<file path="config.mk">
export PLATFORM = sky130hd
export DESIGN_NAME = mips_instruction_fetch_flat
export DESIGN_NICKNAME = d
export VERILOG_FILES = /design/src/rtl/mips_instruction_fetch_pkg.sv /design/src/rtl/mips_instruction_fetch_if.sv /design/src/rtl/mips_instruction_fetch.sv /design/src/flat_wrapper.sv
export SDC_FILE = /design/constraint.sdc
export NUM_CORES = 1
export LEC_CHECK = 0
export BUFFER_PORTS_ARGS = -buffer_cell sky130_fd_sc_hd__buf_2
export CAP_MARGIN = 20
export CORE_MARGIN = 2
export CORE_UTILIZATION = 47
export DETAILED_ROUTE_END_ITERATION = 7
export PLACE_DENSITY = 0.83
export SLEW_MARGIN = 40
export SYNTH_ARGS = -nofsm -noshare
export SYNTH_HDL_FRONTEND = slang
export SYNTH_SLANG_ARGS = --single-unit
</file>
<file path="constraint.sdc">
create_clock -name clk -period 1.6 [get_ports clk]
set_input_delay 0.08 -clock clk [delete_from_list [all_inputs] [get_ports clk]]
set_output_delay 0.08 -clock clk [all_outputs]
set_load 0.01 [all_outputs]
</file>
<file path="src/rtl/mips_instruction_fetch_pkg.sv">
// Shared types and helpers for the MIPS instruction fetch stage.
// Holds the fetch FSM state encoding and the bus byte-order helper.
package mips_instruction_fetch_pkg;

  typedef enum logic [1:0] {
    IDLE = 2'd0,
    REQ  = 2'd1,
    HOLD = 2'd2,
    HALT = 2'd3
  } fetch_state_t;

  localparam logic [31:0] NOP_INSTR = 32'h0000_0000;

  function automatic logic [31:0] bswap32(input logic [31:0] word);
    return {word[7:0], word[15:8], word[23:16], word[31:24]};
  endfunction

endpackage

</file>
<file path="src/rtl/mips_instruction_fetch_if.sv">
// Avalon-MM read-only instruction bus between the fetch stage and the memory slave.
interface mips_instruction_fetch_if;

  logic [31:0] avm_address;
  logic        avm_read;
  logic [3:0]  avm_byteenable;
  logic        avm_waitrequest;
  logic [31:0] avm_readdata;

  modport master (
    output avm_address, avm_read, avm_byteenable,
    input  avm_waitrequest, avm_readdata
  );

  modport slave (
    input  avm_address, avm_read, avm_byteenable,
    output avm_waitrequest, avm_readdata
  );

endinterface

</file>
<file path="src/rtl/mips_instruction_fetch.sv">
// Instruction fetch stage: one Avalon-MM read per instruction, holds the word for decode,
// pulses pc_advance once per completed read, and halts on the halt address or a fetch fault.
module mips_instruction_fetch
  import mips_instruction_fetch_pkg::*;
#(
  parameter logic [31:0] HALT_ADDR  = 32'h0000_0000,
  parameter bit          BYTE_SWAP  = 1'b1,
  parameter int unsigned WAIT_LIMIT = 32'd0
) (
  input  logic                           clk,
  input  logic                           rst,
  input  logic [31:0]                    pc,
  input  logic                           fetch_en,
  mips_instruction_fetch_if.master       avm,
  output logic [31:0]                    instr,
  output logic [31:0]                    instr_pc,
  output logic                           instr_valid,
  input  logic                           instr_ready,
  output logic                           pc_advance,
  output logic                           active,
  output logic                           fetch_error
);

  localparam logic [15:0] WAIT_LIMIT_W = WAIT_LIMIT[15:0];

  fetch_state_t state_r;
  fetch_state_t state_nxt_s;
  logic [15:0]  wait_cnt_r;
  logic [15:0]  wait_nxt_s;
  logic [15:0]  wait_inc_s;
  logic [31:0]  addr_nxt_s;
  logic         read_nxt_s;
  logic [31:0]  instr_nxt_s;
  logic [31:0]  ipc_nxt_s;
  logic         valid_nxt_s;
  logic         adv_nxt_s;
  logic         active_nxt_s;
  logic         err_nxt_s;
  logic         try_fetch_s;
  logic [31:0]  rdata_s;

  assign wait_inc_s = (wait_cnt_r == 16'hFFFF) ? wait_cnt_r : (wait_cnt_r + 16'd1);
  assign rdata_s    = BYTE_SWAP ? bswap32(avm.avm_readdata) : avm.avm_readdata;

  // Next-state and next-output logic for the fetch FSM
  always_comb begin
    state_nxt_s  = state_r;
    wait_nxt_s   = wait_cnt_r;
    addr_nxt_s   = avm.avm_address;
    read_nxt_s   = avm.avm_read;
    instr_nxt_s  = instr;
    ipc_nxt_s    = instr_pc;
    valid_nxt_s  = instr_valid;
    adv_nxt_s    = 1'b0;
    active_nxt_s = active;
    err_nxt_s    = fetch_error;
    try_fetch_s  = 1'b0;

    case (state_r)
      IDLE: begin
        try_fetch_s = 1'b1;
      end
      REQ: begin
        if (!avm.avm_waitrequest) begin
          instr_nxt_s = rdata_s;
          ipc_nxt_s   = avm.avm_address;
          valid_nxt_s = 1'b1;
          adv_nxt_s   = 1'b1;
          read_nxt_s  = 1'b0;
          state_nxt_s = HOLD;
        end else begin
          wait_nxt_s = wait_inc_s;
          // Watchdog: abandon the read once the stall budget is spent
          if ((WAIT_LIMIT != 32'd0) && (wait_inc_s >= WAIT_LIMIT_W)) begin
            err_nxt_s    = 1'b1;
            read_nxt_s   = 1'b0;
            active_nxt_s = 1'b0;
            state_nxt_s  = HALT;
          end else begin
            state_nxt_s = REQ;
          end
        end
      end
      HOLD: begin
        if (instr_ready) begin
          valid_nxt_s = 1'b0;
          try_fetch_s = 1'b1;
        end else begin
          state_nxt_s = HOLD;
        end
      end
      HALT: begin
        read_nxt_s   = 1'b0;
        valid_nxt_s  = 1'b0;
        active_nxt_s = 1'b0;
      end
      default: begin
        read_nxt_s   = 1'b0;
        valid_nxt_s  = 1'b0;
        state_nxt_s  = IDLE;
      end
    endcase

    // Shared IDLE decision, also taken on HOLD exit against the advanced pc
    if (try_fetch_s) begin
      if (pc == HALT_ADDR) begin
        active_nxt_s = 1'b0;
        state_nxt_s  = HALT;
      end else if (pc[1:0] != 2'b00) begin
        err_nxt_s    = 1'b1;
        active_nxt_s = 1'b0;
        state_nxt_s  = HALT;
      end else if (fetch_en) begin
        addr_nxt_s  = pc;
        read_nxt_s  = 1'b1;
        wait_nxt_s  = 16'd0;
        state_nxt_s = REQ;
      end else begin
        state_nxt_s = IDLE;
      end
    end else begin
      try_fetch_s = 1'b0;
    end
  end

  // State and registered outputs
  always_ff @(posedge clk) begin
    if (!rst) begin
      state_r            <= IDLE;
      wait_cnt_r         <= 16'd0;
      avm.avm_address    <= 32'd0;
      avm.avm_read       <= 1'b0;
      avm.avm_byteenable <= 4'b0000;
      instr              <= 32'd0;
      instr_pc           <= 32'd0;
      instr_valid        <= 1'b0;
      pc_advance         <= 1'b0;
      active             <= 1'b1;
      fetch_error        <= 1'b0;
    end else begin
      state_r            <= state_nxt_s;
      wait_cnt_r         <= wait_nxt_s;
      avm.avm_address    <= addr_nxt_s;
      avm.avm_read       <= read_nxt_s;
      avm.avm_byteenable <= read_nxt_s ? 4'b1111 : 4'b0000;
      instr              <= instr_nxt_s;
      instr_pc           <= ipc_nxt_s;
      instr_valid        <= valid_nxt_s;
      pc_advance         <= adv_nxt_s;
      active             <= active_nxt_s;
      fetch_error        <= err_nxt_s;
    end
  end

endmodule
</file>
<file path="src/flat_wrapper.sv">
// flat-port wrapper written by rule: the top's interface ports become plain ports
module mips_instruction_fetch_flat import mips_instruction_fetch_pkg::*;
#(
  parameter logic [31:0] HALT_ADDR  = 32'h0000_0000,
  parameter bit          BYTE_SWAP  = 1'b1,
  parameter int unsigned WAIT_LIMIT = 32'd0
)
  (clk, rst, pc, fetch_en, instr, instr_pc, instr_valid, instr_ready, pc_advance, active, fetch_error, avm_avm_address, avm_avm_read, avm_avm_byteenable, avm_avm_waitrequest, avm_avm_readdata);
  mips_instruction_fetch_if avm_i ();
  input  logic clk;
  input  logic rst;
  input  logic [31:0] pc;
  input  logic fetch_en;
  output logic [31:0] instr;
  output logic [31:0] instr_pc;
  output logic instr_valid;
  input  logic instr_ready;
  output logic pc_advance;
  output logic active;
  output logic fetch_error;
  output wire logic [$bits(avm_i.avm_address)-1:0] avm_avm_address;
  output wire logic [$bits(avm_i.avm_read)-1:0] avm_avm_read;
  output wire logic [$bits(avm_i.avm_byteenable)-1:0] avm_avm_byteenable;
  input wire logic [$bits(avm_i.avm_waitrequest)-1:0] avm_avm_waitrequest;
  input wire logic [$bits(avm_i.avm_readdata)-1:0] avm_avm_readdata;
  assign avm_avm_address = avm_i.avm_address;
  assign avm_avm_read = avm_i.avm_read;
  assign avm_avm_byteenable = avm_i.avm_byteenable;
  assign avm_i.avm_waitrequest = avm_avm_waitrequest;
  assign avm_i.avm_readdata = avm_avm_readdata;
  mips_instruction_fetch #(.HALT_ADDR(HALT_ADDR), .BYTE_SWAP(BYTE_SWAP), .WAIT_LIMIT(WAIT_LIMIT)) u_core (.clk(clk), .rst(rst), .pc(pc), .fetch_en(fetch_en), .avm(avm_i), .instr(instr), .instr_pc(instr_pc), .instr_valid(instr_valid), .instr_ready(instr_ready), .pc_advance(pc_advance), .active(active), .fetch_error(fetch_error));
endmodule
</file>
==> reports/results.ini, run 1 <==
[sta]
tightest_slew_ns = 0.518
finalSetupViolations = 0
slew_violations = 0
skew_ns = 0.0151
max_freq_mhz = 630
hold_slack_ns = 0.0127
maxSlewHeadroom = 0.655
setup_tns_ns = 0
finalHoldViolations = 0
fin_crit_sh = 0.992
fin_crit_ns = 1.59

[worst_setup_path]
r2r-start = u_core.state_r[0]
critical_path.startpoint = u_core.state_r[0]
r2r_cells = 7
startpoint_type = flip-flop
crit_path_cell_trace = buf_4 > and2b_2 > nor2b_4 > buf_4 > clkbuf_16 > nand2_1 > a21boi_0
r2r-end = u_core.instr_pc[23]
crit_type = reg -> reg
critPathRequiredTime_ns = 1.87
path_common_cell = buf_4
setup.worst_path.end = u_core.instr_pc[23]
cp-end-kind = flip-flop
cpPeakStageDelay_ns = 0.36
reg2reg_slack_ns = 0.01
arrival_ns = 1.86
worstPathMaxFanout = 27
crit_slowest_cell = dfxtp_1

[logic_synthesis]
synth_cell_type_count = 26
synth_top_family_by_area = simple AND/OR/NAND/NOR gates
yosysWarnings = 0
synth-seq-cells = 103
synthXorXnorAreaFrac = 0
synth_compound_area_frac = 0.144
synthTopCellsByCount = nand2_1, dfxtp_1, a21boi_0, mux2i_1, clkbuf_1
synth-adder-area-share = 0
synth_area_leader_cell = dfxtp_1
synth_enable_flop_cells = 0
seq_area_frac_synth = 0.512
avgSynthCellArea_um2 = 8.70
syn-num-nets = 532
synthArstFlopShare = 0
synth-simple-area-share = 0.220
yosysMostFrequentCell = nand2_1
synth_cells = 463
netlist_top_cells_area = dfxtp_1, nand2_1, a21boi_0
netlist_area_mm2 = 0.00403
yosysTopAreaCellShare = 0.512
synth_mux_area_frac = 0.0746
synth_ff_type = dfxtp_1

[route]
ant_nets = 0
route.detailed.drc = 0
drt_pass1_iterations = 4
drt_iter0_drc = 123
via_count = 4037
wl_um = 12000
avgRoutedWirePerCell_um = 15.0
via_per_inst = 5.07

[place]
dp.cells = 716
dp_hpwl_um = 7320
port-buffer-count = 173
place_congestion = 0.783
placed_cell_area_mm2 = 0.00500

[global_route]
antenna_found_initial = 0
track_usage = 0.243
gr-total-overflow = 0
grt_pass1_wl_um = 17500
grt_max_degree = 55
grt_pass1_vias = 3796

[final_layout]
fillCellCount = 624
design_area_mm2 = 0.00592
synthToLayoutAreaGrowth_pct = 46.9
drive_above_1_share = 0.311
num_antenna_cells = 0
final_cells = 797
layout.nets = 756

[cts]
cts_tree = built
htree_levels = 3
clock_latency_ns = 0.36
cts_inserted_buffers = 9
cts_root_buf = clkbuf_8
clk_path_buf_depth = 2
path_clk_slew_ns = 0.10
clkSinkCount = 103

[die]
rows = 33
die_w_um = 96.6
die-height_um = 96.6
dieArea_mm2 = 0.00933
start_util = 0.488
core-area_mm2 = 0.00826
io-pin-count = 174

[status]
outcome = finished clean

[power_and_ir_drop]
total_leakage_power_nw = 2.83
ir_drop_uv = 696
p_per_area_mw_per_mm2 = 949

[worst_hold_path]
hold_path.class = in -> reg

[job]
maxCapViolCount = 0

-- routing by layer --
metal / GRT usage / part of all wire / up-vias
met3: 0.0396 / 0.054 / 27
li1: - / - / 1950
met4: 0.106 / 0.021 / 0
met2: 0.450 / 0.53 / 150
met5: 0 / 0 / -
met1: 0.274 / 0.40 / 1910
-- critical path, delay by kind of cell (launching register included) --
| kind | cells | cell delay [ns] |
|---|---|---|
| buffers and inverters | 3 | 0.52 |
| and+or+nand+nor | 3 | 0.42 |
| AOI/OAI and AO/OA | 1 | 0.19 |
| DFF | 1 | 0.36 |
-- sequential cells by signal, indices dropped and copies added, names as in the netlist --
name and cells:
u_core.active 1, u_core.avm.avm_address 32, u_core.avm.avm_byteenable 1, u_core.fetch_error 1, u_core.instr 32, u_core.instr_pc 32, u_core.instr_valid 1, u_core.pc_advance 1
u_core.state_r 2
-- worst min path at each step --
stage	startpoint	endpoint	slack (ns)	cells after the start
final	avm_avm_readdata[18]	u_core.instr[10]	0.01	3
after CTS	pc[17]	u_core.avm.avm_address[17]	0.002	3
after detailed placement	avm_avm_readdata[7]	u_core.instr[31]	0.34	3
after global routing	avm_avm_readdata[18]	u_core.instr[10]	0.001	3
after global placement	avm_avm_readdata[4]	u_core.instr[28]	0.33	3
after floorplan	pc[10]	u_core.avm.avm_address[10]	0.22	2
-- where the power goes --
part           switching, W  internal [W]  leakage [nW]
clock network      0.000933      0.000902         0.112
logic              0.000535      0.000493          1.88
registers         0.0000710       0.00269         0.835
total               0.00154       0.00408          2.83
-- through the flow --
step	setup slack, ns	utilization	power (W)
floorplan	0.278	-	0.00326
global placement	-0.0308	0.605	0.00360
detailed placement	-0.0460	0.605	0.00363
CTS	0.0384	0.704	0.00554
global route	-0.0377	0.717	0.00587
finish	0.0122	0.717	0.00562
-- final cells by class --
cell class	count	area [µm²]	share of cell area
Multi-Input combinational cell	322	1770	0.300
Timing Repair Buffer	249	1720	0.290
Sequential cell	103	2060	0.348
Clock inverter	7	101	0.0171
Clock buffer	9	124	0.0209
Inverter	2	7.51	0.00127
Tap cell	105	131	0.0222
-- cell families after synthesis --
family | after synthesis
DFF | 103
and+or+nand+nor | 216
buffers and inverters | 38
AOI/OAI and AO/OA | 76
muxes | 30
-- placed cells by master, fill, tap and decap left out, drive strengths merged, types with 2 or more instances in the layout --
cell type    synthesis  routed
buf                 18     186
nor2b                2       2
nor4                 8       8
and3                 2       2
bufinv               0       2
dfxtp              103     103
nand2              195     195
o21a                 2       2
o21ai                3       3
nor2                 3       3
dlygate4sd3          0      60
a21oi                2       2
nand4                2       2
and2                 2       2
inv                  2       5
mux2i               30      30
a21boi              65      65
clkbuf              18      12
-- timing repair --
action / CTS / global route
hold buffers: 59 / 1
hold endpoints to repair: 59 / 1
setup endpoints to repair: 0 / 21
setup buffers: 0 / 2
resized for setup: 0 / 2
Note: power is estimated with default switching activity, not from simulation.
==> inputs of run 2 (changes only) <==
CORE_MARGIN = default   (was 2)
==> reports/results.ini, run 2 (synthesis results as in run 1) <==
[place]
placed_cell_area_mm2 = 0.00500  ; unchanged
port-buffer-count = 173  ; unchanged
dp_hpwl_um = 7090  ; -3.2%
dp_worst_setup_slack_ns = -0.0451  ; +0.000911 ns
place_congestion = 0.771  ; -1.5%

[worst_setup_path]
arrival_ns = 1.81  ; -0.05 ns
cp-end-kind = flip-flop
path_common_cell = buf_4
critPathRequiredTime_ns = 1.88  ; about the same
worstPathMaxFanout = 24  ; -11%
startpoint_type = flip-flop
cpPeakStageDelay_ns = 0.37  ; about the same
crit_slowest_cell = dfxtp_1
crit_type = reg -> reg
critPathBufInv = 3  ; unchanged
critical-path-top-delay-family = buffers and inverters
crit_path_cell_trace = buf_4 > and2b_2 > nor2b_4 > buf_4 > clkbuf_16 > nand2_1 > a21boi_0

[route]
ant_nets = 0  ; unchanged
avgRoutedWirePerCell_um = 15.0  ; -0.42%
drt_pass1_iterations = 4  ; unchanged
drt_iter0_drc = 114  ; -7.3%
via_count = 3992  ; -1.1%
route.detailed.drc = 0  ; unchanged
wl_um = 12000  ; +0.21%
via_per_inst = 4.98  ; -1.7%

[global_route]
track_usage = 0.256  ; +0.0129
grt_max_degree = 70  ; +27%
grt_pass1_vias = 3802  ; +0.16%
antenna_found_initial = 0  ; unchanged
grt_pass1_wl_um = 17500  ; -0.11%
gr-total-overflow = 0  ; unchanged

[power_and_ir_drop]
total_leakage_power_nw = 2.86  ; +1.2%
clockPowerShare = 0.309  ; -0.018
ir_drop_uv = 646  ; -7.2%
p_per_area_mw_per_mm2 = 916  ; -3.5%
p_int_w = 0.00393  ; -3.6%
seqPwrFrac = 0.503  ; +0.012
p_comb_frac = 0.188  ; +0.005
swShare = 0.283  ; +0.00930
p_switching_w = 0.00155  ; +0.92%

[final_layout]
drive_above_1_share = 0.316  ; +0.00494
fillCellCount = 634  ; +1.6%
num_antenna_cells = 0  ; unchanged
largestRegisters = u_core.avm.avm_address (32), u_core.instr (32), u_core.instr_pc (32)
design_area_mm2 = 0.00599  ; +1.2%
synthToLayoutAreaGrowth_pct = 48.6
layout.nets = 761  ; +0.66%
mostFrequentLayoutCell = nand2_1
final_cell_mix = nand2_1, buf_2, dfxtp_1, a21boi_0, dlygate4sd3_1

[cts]
htree_levels = 3  ; unchanged
clock_latency_ns = 0.37  ; about the same
cts_inserted_buffers = 9  ; unchanged
cts_tree = built
clk_path_buf_depth = 2  ; unchanged
clkSinkCount = 103  ; unchanged
path_clk_slew_ns = 0.10  ; about the same
cts_root_buf = clkbuf_8

[sta]
finalSetupViolations = 0  ; unchanged
slew_violations = 0  ; unchanged
fin_crit_sh = 0.951  ; -0.0410
fin_crit_ns = 1.52  ; -0.0655 ns
maxSlewHeadroom = 0.723  ; +0.0686
layout_setup_ws_ns = 0.0778  ; +0.0655 ns
finalHoldViolations = 0  ; unchanged
skew_ns = 0.0126  ; -0.00252 ns
tightest_slew_ns = 0.411  ; -0.107 ns
max_freq_mhz = 657  ; +4.3%

[status]
outcome = finished clean

[die]
rows = 33  ; unchanged
io-pin-count = 174  ; unchanged
core-area_mm2 = 0.00826  ; unchanged
start_util = 0.488  ; unchanged
die_w_um = 94.6  ; -2.1%
die-height_um = 94.6  ; -2.1%
dieArea_mm2 = 0.00894  ; -4.1%

[worst_hold_path]
hold_path.class = in -> reg

[job]
maxCapViolCount = 0  ; unchanged

-- run 2: worst paths after layout --
kind,startpoint,endpoint,slack (ns),cells past startpoint
worst max-delay path,u_core.state_r[0],u_core.instr[28],0.08,7
worst min-delay path,fetch_en,u_core.state_r[0],0.06,3
worst min register to register,u_core.instr_pc[1],u_core.instr_pc[1],0.47,2
worst max register to register,u_core.state_r[0],u_core.instr[28],0.08,7
-- run 2: tightest hold or removal path: cells and delay by family --
family | cells | cell delay, ns
AOI/OAI and AO/OA | 2 | 0.17
buffers and inverters | 1 | 0.12
-- run 2: layout make-up --
type | count | area [µm²] | area share
clock inverter | 7 | 77.6 | 0.0130
inverter | 2 | 7.51 | 0.00125
clock buffer | 9 | 124 | 0.0207
timing repair buffer | 254 | 1790 | 0.300
sequential | 103 | 2060 | 0.344
multi-input combinational | 322 | 1790 | 0.299
tap | 105 | 131 | 0.0219
-- run 2: per-stage QoR --
step             TNS, ns  hold WS (ns)  total power (W)  instances   util
2_1_floorplan          0         0.219          0.00326        463      -
3_3_place_gp   -0.000381         0.329          0.00359        716  0.605
3_5_place_dp      -0.135         0.338          0.00362        716  0.605
4_1_cts                0        0.0480          0.00539        794  0.705
5_1_grt          -0.0524        0.0537          0.00571        802  0.725
6_report               0        0.0590          0.00548        802  0.725
-- run 2: layer usage --
| layer | track usage | vias up | part of all wire |
|---|---|---|---|
| li1 | - | 1957 | - |
| met2 | 0.458 | 131 | 0.50 |
| met3 | 0.0507 | 32 | 0.052 |
| met4 | 0.133 | 0 | 0.035 |
| met1 | 0.287 | 1872 | 0.41 |
| met5 | 0 | - | 0 |
-- run 2: what timing repair did --
action	CTS	global route
buffers inserted	0	5
hold buffers	62	0
setup endpoints to repair	0	51
resized for setup	0	9
hold endpoints to repair	62	0
-- run 2: power by group through the flow --
| stage | Combinational, W | Sequential [W] | Clock [W] |
|---|---|---|---|
| 3_5_place_dp | 0.000804 | 0.00281 | 0 |
| 3_3_place_gp | 0.000782 | 0.00281 | 0 |
| 4_1_cts | 0.000922 | 0.00275 | 0.00172 |
| 2_1_floorplan | 0.000389 | 0.00287 | 0 |
| 5_1_grt | 0.00111 | 0.00277 | 0.00183 |
| 6_report | 0.00103 | 0.00276 | 0.00170 |
